==> src/rtl/acia_pkg.sv <==
// acia_pkg: shared constants and types for the acia_uart ACIA.
//   Register select codes, STATUS bit positions, CONTROL field codes,
//   data/counter widths, TX/RX state enums and a STATUS packing helper.
package acia_pkg;

    localparam int unsigned DATA_W = 8;
    localparam int unsigned TICK_W = 4;
    localparam int unsigned BIT_W  = 3;

    // Register select
    localparam logic REG_STAT = 1'b0;
    localparam logic REG_DATA = 1'b1;

    // STATUS bit indices
    localparam int unsigned ST_RDRF = 0;
    localparam int unsigned ST_TDRE = 1;
    localparam int unsigned ST_FE   = 4;
    localparam int unsigned ST_OVRN = 5;
    localparam int unsigned ST_IRQ  = 7;

    // CONTROL field codes
    localparam logic [1:0] CTL_MRESET = 2'b11;
    localparam logic [1:0] CTL_TIE    = 2'b01;

    typedef enum logic [1:0] {
        TX_IDLE  = 2'd0,
        TX_START = 2'd1,
        TX_DATA  = 2'd2,
        TX_STOP  = 2'd3
    } tx_state_t;

    typedef enum logic [1:0] {
        RX_IDLE  = 2'd0,
        RX_START = 2'd1,
        RX_DATA  = 2'd2,
        RX_STOP  = 2'd3
    } rx_state_t;

    // Assemble the STATUS byte; unlisted bits read 0.
    function automatic logic [DATA_W-1:0] pack_status(
        input logic rdrf,
        input logic tdre,
        input logic fe,
        input logic ovrn,
        input logic irq
    );
        logic [DATA_W-1:0] st;
        st          = '0;
        st[ST_RDRF] = rdrf;
        st[ST_TDRE] = tdre;
        st[ST_FE]   = fe;
        st[ST_OVRN] = ovrn;
        st[ST_IRQ]  = irq;
        return st;
    endfunction

endpackage

==> src/rtl/acia_baud_gen.sv <==
// acia_baud_gen: free-running 16x baud tick generator.
//   clk, rst   : system clock, synchronous active-high reset
//   tick16     : one-clk pulse every DIV clocks,
//                DIV = CLK_FREQ/(BAUD_RATE*16) truncated, minimum 1
module acia_baud_gen #(
    parameter int unsigned CLK_FREQ  = 12000000,
    parameter int unsigned BAUD_RATE = 9600
) (
    input  logic clk,
    input  logic rst,
    output logic tick16
);

    localparam int unsigned DIV_RAW = CLK_FREQ / (BAUD_RATE * 16);
    localparam int unsigned DIV     = (DIV_RAW < 1) ? 1 : DIV_RAW;
    localparam int unsigned CNT_W   = (DIV > 1) ? $clog2(DIV) : 1;

    logic [CNT_W-1:0] cnt;

    // Divider counter; tick16 is registered alongside the wrap.
    always_ff @(posedge clk) begin
        if (rst) begin
            cnt    <= '0;
            tick16 <= 1'b0;
        end else if (cnt == CNT_W'(DIV - 1)) begin
            cnt    <= '0;
            tick16 <= 1'b1;
        end else begin
            cnt    <= cnt + CNT_W'(1);
            tick16 <= 1'b0;
        end
    end

endmodule

==> src/rtl/acia_uart.sv <==
// acia_uart: memory-mapped 6850-style ACIA, 8N1 TX/RX with level interrupt.
//   clk, rst      : system clock, synchronous active-high reset
//   cs, we, rs    : bus strobe, write(1)/read(0), register select (0 STAT/CTL, 1 DATA)
//   din / dout    : write data / registered read data (1 clk latency)
//   rx / tx       : serial in (async, idle high) / serial out (idle high)
//   irq           : (RIE & RDRF) | (TIE & TDRE)
// Build option: define ACIA_ERR_EN to implement FE/OVRN (STATUS bits 4/5);
// otherwise those bits read 0 and their registers are omitted.
module acia_uart
    import acia_pkg::*;
#(
    parameter int unsigned CLK_FREQ  = 12000000,
    parameter int unsigned BAUD_RATE = 9600
) (
    input  logic              clk,
    input  logic              rst,
    input  logic              cs,
    input  logic              we,
    input  logic              rs,
    input  logic              rx,
    input  logic [DATA_W-1:0] din,
    output logic [DATA_W-1:0] dout,
    output logic              tx,
    output logic              irq
);

    logic tick16;

    acia_baud_gen #(
        .CLK_FREQ  (CLK_FREQ),
        .BAUD_RATE (BAUD_RATE)
    ) u_baud (
        .clk    (clk),
        .rst    (rst),
        .tick16 (tick16)
    );

    // Bus decode
    logic wr_ctl_c, wr_data_c, rd_c, rd_data_c, mreset_c;
    assign rd_c      = cs & ~we;
    assign rd_data_c = rd_c & (rs == REG_DATA);
    assign wr_ctl_c  = cs & we & (rs == REG_STAT);
    assign wr_data_c = cs & we & (rs == REG_DATA);
    assign mreset_c  = wr_ctl_c & (din[1:0] == CTL_MRESET);

    logic unused_din;
    assign unused_din = ^din[4:2];

    // Register file / flags
    logic              rie, tie, rdrf, tdre;
    logic [DATA_W-1:0] thr, rx_data;
    logic              fe, ovrn;
    logic [DATA_W-1:0] status_c;

    // TX datapath
    tx_state_t         tx_state, tx_state_n;
    logic [TICK_W-1:0] tx_tick, tx_tick_n;
    logic [BIT_W-1:0]  tx_bit, tx_bit_n;
    logic [DATA_W-1:0] tx_shift, tx_shift_n;
    logic              tx_n, tx_load_c, tx_bit_end_c;

    // RX datapath
    logic              rx_s1, rx_s2;
    rx_state_t         rx_state, rx_state_n;
    logic [TICK_W-1:0] rx_tick, rx_tick_n;
    logic [BIT_W-1:0]  rx_bit, rx_bit_n;
    logic [DATA_W-1:0] rx_shift, rx_shift_n;
    logic              rx_done_c;

    assign irq      = (rie & rdrf) | (tie & tdre);
    assign status_c = pack_status(rdrf, tdre, fe, ovrn, irq);

    // ---------------------------------------------------------------- TX
    // TX state register; master reset aborts the frame like rst.
    always_ff @(posedge clk) begin
        if (rst || mreset_c) begin
            tx_state <= TX_IDLE;
            tx_tick  <= '0;
            tx_bit   <= '0;
            tx_shift <= '0;
            tx       <= 1'b1;
        end else begin
            tx_state <= tx_state_n;
            tx_tick  <= tx_tick_n;
            tx_bit   <= tx_bit_n;
            tx_shift <= tx_shift_n;
            tx       <= tx_n;
        end
    end

    // TX next state; loads only on a tick so the start bit is a full 16 ticks.
    always_comb begin
        tx_state_n   = tx_state;
        tx_tick_n    = tx_tick;
        tx_bit_n     = tx_bit;
        tx_shift_n   = tx_shift;
        tx_n         = tx;
        tx_load_c    = 1'b0;
        tx_bit_end_c = tick16 && (tx_tick == TICK_W'(15));

        if (tick16 && (tx_state != TX_IDLE)) begin
            tx_tick_n = tx_tick + TICK_W'(1);
        end

        case (tx_state)
            TX_IDLE: begin
                if (tick16 && !tdre) begin
                    tx_load_c  = 1'b1;
                    tx_shift_n = thr;
                    tx_tick_n  = '0;
                    tx_n       = 1'b0;
                    tx_state_n = TX_START;
                end
            end
            TX_START: begin
                if (tx_bit_end_c) begin
                    tx_bit_n   = '0;
                    tx_n       = tx_shift[0];
                    tx_state_n = TX_DATA;
                end
            end
            TX_DATA: begin
                if (tx_bit_end_c) begin
                    if (tx_bit == BIT_W'(7)) begin
                        tx_n       = 1'b1;
                        tx_state_n = TX_STOP;
                    end else begin
                        tx_shift_n = tx_shift >> 1;
                        tx_bit_n   = tx_bit + BIT_W'(1);
                        tx_n       = tx_shift[1];
                    end
                end
            end
            TX_STOP: begin
                if (tx_bit_end_c) begin
                    if (!tdre) begin
                        // back-to-back frame
                        tx_load_c  = 1'b1;
                        tx_shift_n = thr;
                        tx_n       = 1'b0;
                        tx_state_n = TX_START;
                    end else begin
                        tx_n       = 1'b1;
                        tx_state_n = TX_IDLE;
                    end
                end
            end
            default: tx_state_n = TX_IDLE;
        endcase
    end

    // ---------------------------------------------------------------- RX
    // Two-flop synchronizer; reset to the idle (high) level.
    always_ff @(posedge clk) begin
        if (rst) begin
            rx_s1 <= 1'b1;
            rx_s2 <= 1'b1;
        end else begin
            rx_s1 <= rx;
            rx_s2 <= rx_s1;
        end
    end

    // RX state register.
    always_ff @(posedge clk) begin
        if (rst || mreset_c) begin
            rx_state <= RX_IDLE;
            rx_tick  <= '0;
            rx_bit   <= '0;
            rx_shift <= '0;
        end else begin
            rx_state <= rx_state_n;
            rx_tick  <= rx_tick_n;
            rx_bit   <= rx_bit_n;
            rx_shift <= rx_shift_n;
        end
    end

    // RX next state; start is re-checked 8 ticks in, then sampled every 16.
    always_comb begin
        rx_state_n = rx_state;
        rx_tick_n  = rx_tick;
        rx_bit_n   = rx_bit;
        rx_shift_n = rx_shift;
        rx_done_c  = 1'b0;

        case (rx_state)
            RX_IDLE: begin
                if (!rx_s2) begin
                    rx_tick_n  = '0;
                    rx_state_n = RX_START;
                end
            end
            RX_START: begin
                if (tick16) begin
                    if (rx_tick == TICK_W'(7)) begin
                        rx_tick_n  = '0;
                        rx_bit_n   = '0;
                        rx_state_n = rx_s2 ? RX_IDLE : RX_DATA;
                    end else begin
                        rx_tick_n = rx_tick + TICK_W'(1);
                    end
                end
            end
            RX_DATA: begin
                if (tick16) begin
                    rx_tick_n = rx_tick + TICK_W'(1);
                    if (rx_tick == TICK_W'(15)) begin
                        rx_shift_n = {rx_s2, rx_shift[DATA_W-1:1]};
                        if (rx_bit == BIT_W'(7)) begin
                            rx_state_n = RX_STOP;
                        end else begin
                            rx_bit_n = rx_bit + BIT_W'(1);
                        end
                    end
                end
            end
            RX_STOP: begin
                if (tick16) begin
                    rx_tick_n = rx_tick + TICK_W'(1);
                    if (rx_tick == TICK_W'(15)) begin
                        rx_done_c  = 1'b1;
                        rx_state_n = RX_IDLE;
                    end
                end
            end
            default: rx_state_n = RX_IDLE;
        endcase
    end

    // ---------------------------------------------------------- registers
    // Control, holding register, RDRF/TDRE, RX data and read-data capture.
    // Receive completion outranks a clearing DATA read in the same cycle.
    always_ff @(posedge clk) begin
        if (rst) begin
            rie     <= 1'b0;
            tie     <= 1'b0;
            thr     <= '0;
            tdre    <= 1'b1;
            rdrf    <= 1'b0;
            rx_data <= '0;
            dout    <= '0;
        end else begin
            if (wr_ctl_c) begin
                rie <= din[7];
                tie <= (din[6:5] == CTL_TIE);
            end
            if (wr_data_c) begin
                thr <= din;
            end
            if (mreset_c) begin
                tdre <= 1'b1;
            end else if (wr_data_c) begin
                tdre <= 1'b0;
            end else if (tx_load_c) begin
                tdre <= 1'b1;
            end
            if (mreset_c) begin
                rdrf <= 1'b0;
            end else if (rx_done_c) begin
                rdrf <= 1'b1;
            end else if (rd_data_c) begin
                rdrf <= 1'b0;
            end
            if (rx_done_c && !mreset_c) begin
                rx_data <= rx_shift;
            end
            if (rd_c) begin
                dout <= (rs == REG_DATA) ? rx_data : status_c;
            end
        end
    end

`ifdef ACIA_ERR_EN
    // Framing / overrun flags.
    always_ff @(posedge clk) begin
        if (rst || mreset_c) begin
            fe   <= 1'b0;
            ovrn <= 1'b0;
        end else if (rx_done_c) begin
            fe <= ~rx_s2;
            if (rdrf) begin
                ovrn <= 1'b1;
            end else if (rd_data_c) begin
                ovrn <= 1'b0;
            end
        end else if (rd_data_c) begin
            fe   <= 1'b0;
            ovrn <= 1'b0;
        end
    end
`else
    assign fe   = 1'b0;
    assign ovrn = 1'b0;
`endif

endmodule

==> config.mk <==
export PLATFORM = sky130hd
export DESIGN_NAME = acia_uart
export DESIGN_NICKNAME = d
export VERILOG_FILES = /design/src/rtl/acia_pkg.sv /design/src/rtl/acia_baud_gen.sv /design/src/rtl/acia_uart.sv
export SDC_FILE = /design/constraint.sdc
export NUM_CORES = 1
export LEC_CHECK = 0
export ABC_AREA = 0
export CAP_MARGIN = 10
export CORE_MARGIN = 4
export CORE_UTILIZATION = 40
export DETAILED_ROUTE_END_ITERATION = 8
export PLACE_DENSITY = 0.59
export SLEW_MARGIN = 20
export SYNTH_ARGS = -nofsm -noshare
export SYNTH_HDL_FRONTEND = slang
export SYNTH_HIERARCHICAL = 1
export SYNTH_SLANG_ARGS = --single-unit
==> constraint.sdc <==
create_clock -name clk -period 1.75 [get_ports clk]
set_clock_uncertainty 0.05 [all_clocks]
set_input_delay 0.525 -clock clk [delete_from_list [all_inputs] [get_ports clk]]
set_output_delay 0.525 -clock clk [all_outputs]
set_load 0.01 [all_outputs]
# --- Word level (Yosys, flattened, before mapping) ---
# Cells that the tools add are included.
classes:
  addsub: 5
  eq_ne: 31
  n_mux: 61
  n_bitwise: 11
  n_reduce_logical: 26
ops:
  columns: ["operator", "count"]
  rows:
  - ["8-bit two-way mux", 6]
  - ["2-bit two-way mux", 14]
  - ["4-bit two-way mux", 7]
  - ["2-bit != test, second input constant", 13]
  - ["3-bit two-way mux", 8]
  - ["8-bit one-hot mux with 3 select lines", 1]
  - ["1-bit two-way mux", 18]
  - ["2-bit one-hot mux with 4 select lines", 2]
  - ["3-bit one-hot mux with 2 select lines", 2]
  - ["4-bit one-hot mux with 3 select lines", 1]
  - ["6-bit AND reduction", 2]
  - ["2-bit equality test, second input constant", 5]
  - ["2-bit nonzero test", 5]
  - ["4-bit by 1-bit adder with 4-bit output, second input constant", 2]
  - ["1-bit bitwise AND", 8]
  - ["4-bit equality test, second input constant", 2]
  - ["2-bit by 1-bit != test with 1-bit output, second input constant", 4]
  - ["4-bit AND reduction", 2]
  - ["8-bit AND reduction", 1]
  - ["7-bit by 1-bit adder with 7-bit output, second input constant", 1]
  - ["7-bit equality test, second input constant", 1]
  - ["3-bit by 1-bit adder with 3-bit output, second input constant", 2]
  - ["2-bit by 1-bit equality test with 1-bit output, second input constant", 3]
  - ["3-bit equality test, second input constant", 2]
  - ["13 further kinds", 22]
word_totals:
  register_bits: 73
  output_inout_bits: 10

# --- Longest topological paths before layout ---
# Gate-level depths: netlist (run 1).
depth:
  depth_word: 6
  depth_mapped: 8

# --- By module ---
# The synthesis (run 1) kept the hierarchy.
modules_own_cells:
  columns: ["module", "instances", "cells_per_inst", "area_each_um2"]
  rows:
  - ["acia_uart", 1, 331, 2992.9]
  - ["acia_baud_gen", 1, 33, 317.8]

# --- Worst setup path after synthesis (run 1) ---
# Ideal clock, no wire load.
synth_path:
  kind: "register to register"
  startpoint: "register tx_bit[0]"
  endpoint: "register tx_shift[3]"
  t_arrival_ps: 1822
  required_ps: 1621
  setup_slack_ps: -202
  stages_incl_launch_ff: 9
  path_buffers: 2
  period_less_slack_ps: 1952
  cell_sequence: "dfxtp_1 -> ha_1 -> ha_1 -> clkbuf_1 -> a221o_1 -> a221oi_4 -> buf_6 -> nor2_2 -> a211oi_2"
synth_between:
  elab_chain_len: 3
synth_lines:
  columns: ["item", "line", "source"]
  rows:
  - ["start: declaration", "acia_uart.sv:58", "logic [BIT_W-1:0] tx_bit, tx_bit_n;"]
  - ["start signal: assignment", "acia_uart.sv:85", "tx_bit <= tx_bit_n;"]
  - ["3-bit equality test", "acia_uart.sv:124", "if (tx_bit == BIT_W'(7)) begin"]
  - ["2-bit != test (no source line)", null, null]
  - ["6-bit AND reduction (no source line)", null, null]
  - ["end signal: assignment", "acia_uart.sv:86", "tx_shift <= tx_shift_n;"]
  - ["end: declaration", "acia_uart.sv:59", "logic [DATA_W-1:0] tx_shift, tx_shift_n;"]
# No other way between the ends.
# A chain may end at the register's enable or synchronous reset.

# --- Worst setup path in the final report (run 1) ---
layout_path:
  startpoint: "register tx_bit[1]"
  endpoint: "register tx_shift[0]"
# The elaborated chain is that of the path after synthesis.

==> results_dict.tcl, run 1 <==
set metrics [dict create \
    outcome "finished with violations" \
    violations "setup timing" \
    finalNetCount 447 \
    end_kind "register" \
    io_buffer_count 23 \
    hold_class "register to register" \
    path_depth 7 \
    fmax_mhz 561 \
    synthToLayoutAreaGrowth_pct 27.9 \
    num_vias 2710 \
    place_congestion 0.834 \
    rr_worst_depth 7 \
    setup_slack_ns -0.0335 \
    drive_gt1_frac 0.216 \
    cts_buffers 9 \
    cap_violations 0 \
    synth_edf_count 0 \
    nFillCells 725 \
    power_leakage_nw 1.61 \
    syn_area_um2 3310 \
    reg2reg_from "tx_bit[1]$_SDFFE_PP0P_" \
    grt_use_total 0.152 \
    slowest_stage "a221o_1" \
    hold_viol 0 \
    grt_overflow 0 \
    clkLatencyLatePin_ns 0.35 \
    worstPathCellList "ha_4 -> ha_4 -> a221o_1 -> a221oi_4 -> buf_12 -> nor2_1 -> a211oi_1" \
    path_buf_inv 1 \
    rsz0062_at_grt "yes" \
    start_util 0.420 \
    wl_per_cell_um 13.4 \
    htree_levels 3 \
    required_ns 1.96 \
    period_share 1.02 \
    holdPathStages 1 \
    fin_util 0.537 \
    dp.cells 509 \
    crit_family "compound AO/OA/AOI/OAI gates" \
    core_um2 7890 \
    grt_max_degree 30 \
    die_w_um 99.0 \
    drv_slew 0 \
    ant_nets 0 \
    hold_path_startpoint "rx_s1$_SDFF_PP1_" \
    cts_sinks 73 \
    slowest_delay_ns 0.35 \
    holdBufCountCts 0 \
    clk_pin_slew_ns 0.08 \
    syn-num-nets 390 \
    yosysUniqueCellTypes 62 \
    clockBufferDepth 2 \
    final-instance-count-excl-fill 528 \
    synth_warnings 6 \
    drt-total-wl_um 7090 \
    firstDrtPassIters 4 \
    setup_viol 5 \
    placementRows 32 \
    synth-seq-area-share 0.441 \
    die_h_um 99.0 \
    fin_area_um2 4230 \
    synth_ff_type "dfxtp_1" \
    cp_common_cell "ha_4" \
    crit_path_max_fanout 8 \
    die_area_um2 9800 \
    ios 24 \
    async_flop_share 0 \
    syn_inst 364 \
    avgViaCountPerCell 5.13 \
    placed_area_um2 3930 \
    critPathLaunchType "register" \
    regArea_um2 1470 \
    num_antenna_cells 0 \
    worstMarginPinSlew_ns 0.500 \
    hpwl_um 5080 \
    multi_input_area_um2 1830 \
    root_buffer "clkbuf_8" \
    antenna_found_initial 0 \
    arrival_ns 2.00 \
    post-route-min-period_ns 1.78 \
    grt_pass1_vias 2649 \
    critical_path_class "register to register" \
    synth-seq-cells 73 \
    crit_path_start "tx_bit[1]$_SDFFE_PP0P_" \
    grt_pass1_wl_um 12100 \
    cts_tree "done" \
    first_iter_violations 115 \
    powerDensity_nw_per_um2 877 \
    drc 0 \
    postSynthAreaPerCell_um2 9.10 \
    slew_headroom 0.666 \
    vdd.ir_drop.worst_mv 0.570 \
]
## final timing paths
path / slack, ns / to
hold reg to reg: 0.37 / rx_s2$_SDFF_PP1_
hold / removal: 0.37 / rx_s2$_SDFF_PP1_
setup / recovery: -0.03 / tx_shift[0]$_SDFFE_PP0P_
setup reg to reg: -0.03 / tx_shift[0]$_SDFFE_PP0P_
## through the flow
| step | hold WS (ns) | setup slack (ns) | total power [mW] | TNS (ns) |
|---|---|---|---|---|
| 3_5_place_dp | 0.353 | -0.432 | 2.33 | -17.27 |
| 5_1_grt | 0.381 | -0.119 | 3.91 | -0.802 |
| 6_report | 0.369 | -0.0335 | 3.71 | -0.0883 |
| 4_1_cts | 0.373 | -0.0791 | 3.80 | -0.283 |
| 3_3_place_gp | 0.342 | -0.403 | 2.32 | -15.85 |
| 2_1_floorplan | 0.339 | -0.116 | 2.12 | -0.662 |
## synth_stat cells, types with 7 or more instances
library cell   n  area share
dfxtp_1       73        0.44
a22oi_1        7       0.016
ha_1          12       0.045
o21ai_0       16       0.024
a21oi_1       24       0.036
nand2_1       34       0.039
nand3_1       14       0.021
nor2_1        47       0.053
mux2i_1       28       0.085
a211oi_1      10       0.023
inv_1          8      0.0091
clkbuf_1      10       0.011
## repair_timing
item	in CTS	in global routing
pin swaps	10	10
endpoints found under the setup margin	43	28
buffers inserted	2	1
cloned	1	0
resized for setup	29	10
## cell families (layout without fill, tap and decap cells)
family                   after synthesis  after routing  synth area share
buffers and inverters                 27             89            0.0385
multiplexers                          29             29            0.0881
adder cells (fa/ha/maj)               12             12            0.0454
AO/OA/AOI/OAI                         83             83             0.176
flip-flops                            73             73             0.441
XOR/XNOR                               3              3           0.00794
AND/OR/NAND/NOR                      137            137             0.203
## power by group
group / total (mW) / internal (mW) / switching [mW] / leakage, nW
Combinational: 0.577 / 0.291 / 0.286 / 0.920
Clock: 1.35 / 0.708 / 0.644 / 0.100
Sequential: 1.79 / 1.73 / 0.0514 / 0.594
Total: 3.71 / 2.73 / 0.982 / 1.61
## final cells by class
cell class	count	area share
clock buffer	11	0.0334
clock inverter	5	0.0151
inverter	8	0.00709
multi-input combinational	264	0.431
sequential	73	0.347
tap	102	0.0301
timing repair buffer	65	0.136
## flip-flops by register name (all words and copies together) (netlist names), named ones only
name / flops
rx_data: 8
u_baud/tick16: 1
rx_shift: 8
u_baud/cnt: 7
tx: 1
rx_tick: 4
tx_shift: 8
rx_state: 1
tx_state: 2
tie: 1
rdrf: 1
rx_s1: 1
tdre: 1
dout: 8
rie: 1
tx_tick: 4
rx_bit: 3
rx_s2: 1
thr: 8
tx_bit: 3
## worst reg2reg max path: stages, from the launching register on
cell and delay [ns]:
dfxtp_2 0.34, ha_4 0.16, ha_4 0.15, a221o_1 0.35, a221oi_4 0.28, buf_12 0.17, nor2_1 0.04, a211oi_1 0.16
## per-layer routing
metal,routed length [um],track usage,vias to the layer above
met4,95,0.0441,0
met5,0,0,-
met3,195,0.0481,9
li1,-,-,1406
met2,3490,0.260,20
met1,3310,0.182,1275
## cells in the final DEF (no fill, tap or decap), types with 7 or more instances in the layout
cell	Yosys	final
nand3_1	14	14
o21ai_0	16	15
a22oi_1	7	7
buf_4	2	38
dlygate4sd2_1	0	10
dfxtp_1	73	68
clkdlybuf4s50_1	0	10
mux2i_1	28	28
inv_1	8	8
nor2_1	47	45
a21oi_1	24	24
nand2_1	34	34
clkbuf_8	0	10
Power figures use the tool's default switching activity.
==> inputs of run 2 (changes only) <==
CORE_MARGIN = 2   (was 4)
==> results_dict.tcl, run 2 (synthesized netlist as in run 1, its figures left out) <==
set metrics [dict create \
    outcome "finished with violations" \
    violations "setup timing" \
    ios 24 \
    start_util 0.407 \
    slew_headroom 0.669 \
    grt_pass1_vias 2510 \
    worstPathCellList "inv_1 -> ha_2 -> or2_1 -> a221oi_4 -> buf_12 -> nor2_1 -> a211oi_1" \
    die_area_um2 9020 \
    cts_buffers 9 \
    holdBufCountCts 0 \
    cts_tree "done" \
    grt_overflow 0 \
    clockBufferDepth 2 \
    fmax_mhz 547 \
    drive_gt1_frac 0.219 \
    vdd.ir_drop.worst_mv 0.554 \
    cts_sinks 73 \
    post-route-min-period_ns 1.83 \
    fin_tns_setup_ns -0.346 \
    critical_path_class "register to register" \
    final_cell_mix "dfxtp_1, nor2_1, buf_4, nand2_1, mux2i_1" \
    io_buffer_count 23 \
    num_antenna_cells 0 \
    drt-total-wl_um 6950 \
    clkLatencyLatePin_ns 0.35 \
    root_buffer "clkbuf_8" \
    core_um2 8130 \
    crit_path_max_fanout 7 \
    grt_pass1_wl_um 11600 \
    die_h_um 95.0 \
    antenna_found_initial 0 \
    synthToLayoutAreaGrowth_pct 29.7 \
    powerDensity_nw_per_um2 873 \
    cap_violations 0 \
    power_mw 3.75 \
    rsz0062_at_grt "yes" \
    worstMarginPinSlew_ns 0.496 \
    hpwl_um 4950 \
    first_iter_violations 67 \
    ant_nets 0 \
    die_w_um 95.0 \
    arrival_ns 2.03 \
    slowest_delay_ns 0.40 \
    htree_levels 3 \
    num_vias 2730 \
    setup_viol 7 \
    grt_max_degree 16 \
    required_ns 1.96 \
    grt_use_total 0.163 \
    placementRows 33 \
    drv_slew 0 \
    finalNetCount 451 \
    dp_slack_ns -0.465 \
    end_kind "register" \
    wl_per_cell_um 13.0 \
    place_congestion 0.784 \
    setup_slack_ns -0.0773 \
    slowest_stage "a221oi_4" \
    final_common_cell "dfxtp_1" \
    power_leakage_nw 1.65 \
    hold_class "register to register" \
    firstDrtPassIters 4 \
    fin_util 0.528 \
    period_share 1.04 \
    drc 0 \
    hold_viol 0 \
    avgViaCountPerCell 5.10 \
    clk_pin_slew_ns 0.08 \
    critPathLaunchType "register" \
]
## run 2: per-stage QoR
step	hold slack [ns]	instance area, um^2	std cells
4_1_cts	0.367	4220	532
3_5_place_dp	0.349	3960	513
2_1_floorplan	0.339	3350	364
5_1_grt	0.389	4300	535
6_report	0.364	4300	535
3_3_place_gp	0.342	3960	513
## run 2: critical path, delay by kind of cell, from the launching register on
kind,cells,cell delay [ns]
AO/OA/AOI/OAI,2,0.60
adder cells (fa/ha/maj),1,0.20
buffers and inverters,2,0.22
flip-flops,1,0.35
AND/OR/NAND/NOR,2,0.30
## run 2: layer usage
metal	global-route usage	vias to the layer above	part of all wire
met3	0.0439	11	0.030
li1	-	1423	-
met1	0.211	1268	0.48
met5	0	-	0
met4	0.0556	0	0.013
met2	0.264	28	0.48
## run 2: timing repair
item                                    CTS  global route
endpoints found under the setup margin   47            22
gates resized for setup                  22            15
setup buffers                             3             2
pin swaps                                 5            12
gates cloned                              0             1
## run 2: final cells by class
class | count | area [um^2]
clock buffer | 10 | 138
clock inverter | 6 | 67.6
multi-input combinational | 264 | 1820
timing repair buffer | 69 | 641
fill | 774 | 3840
sequential | 73 | 1470
inverter | 8 | 30.0
tap | 105 | 131
## run 2: power breakdown
part	internal, mW	total [mW]	switching, mW	leakage, nW
Sequential	1.74	1.79	0.0516	0.594
Clock	0.699	1.33	0.633	0.0985
Combinational	0.341	0.632	0.291	0.954
Total	2.77	3.75	0.976	1.65
## run 2: path summary, 6_finish.rpt
path	to	start	slack, ns	cells after the start
hold reg to reg	rx_s2$_SDFF_PP1_	rx_s1$_SDFF_PP1_	0.36	1
setup reg to reg	tx_shift[1]$_SDFFE_PP0P_	tx_state[0]$_SDFFE_PP0P_	-0.08	7
setup / recovery	tx_shift[1]$_SDFFE_PP0P_	tx_state[0]$_SDFFE_PP0P_	-0.08	7
hold / removal	rx_s2$_SDFF_PP1_	rx_s1$_SDFF_PP1_	0.36	1
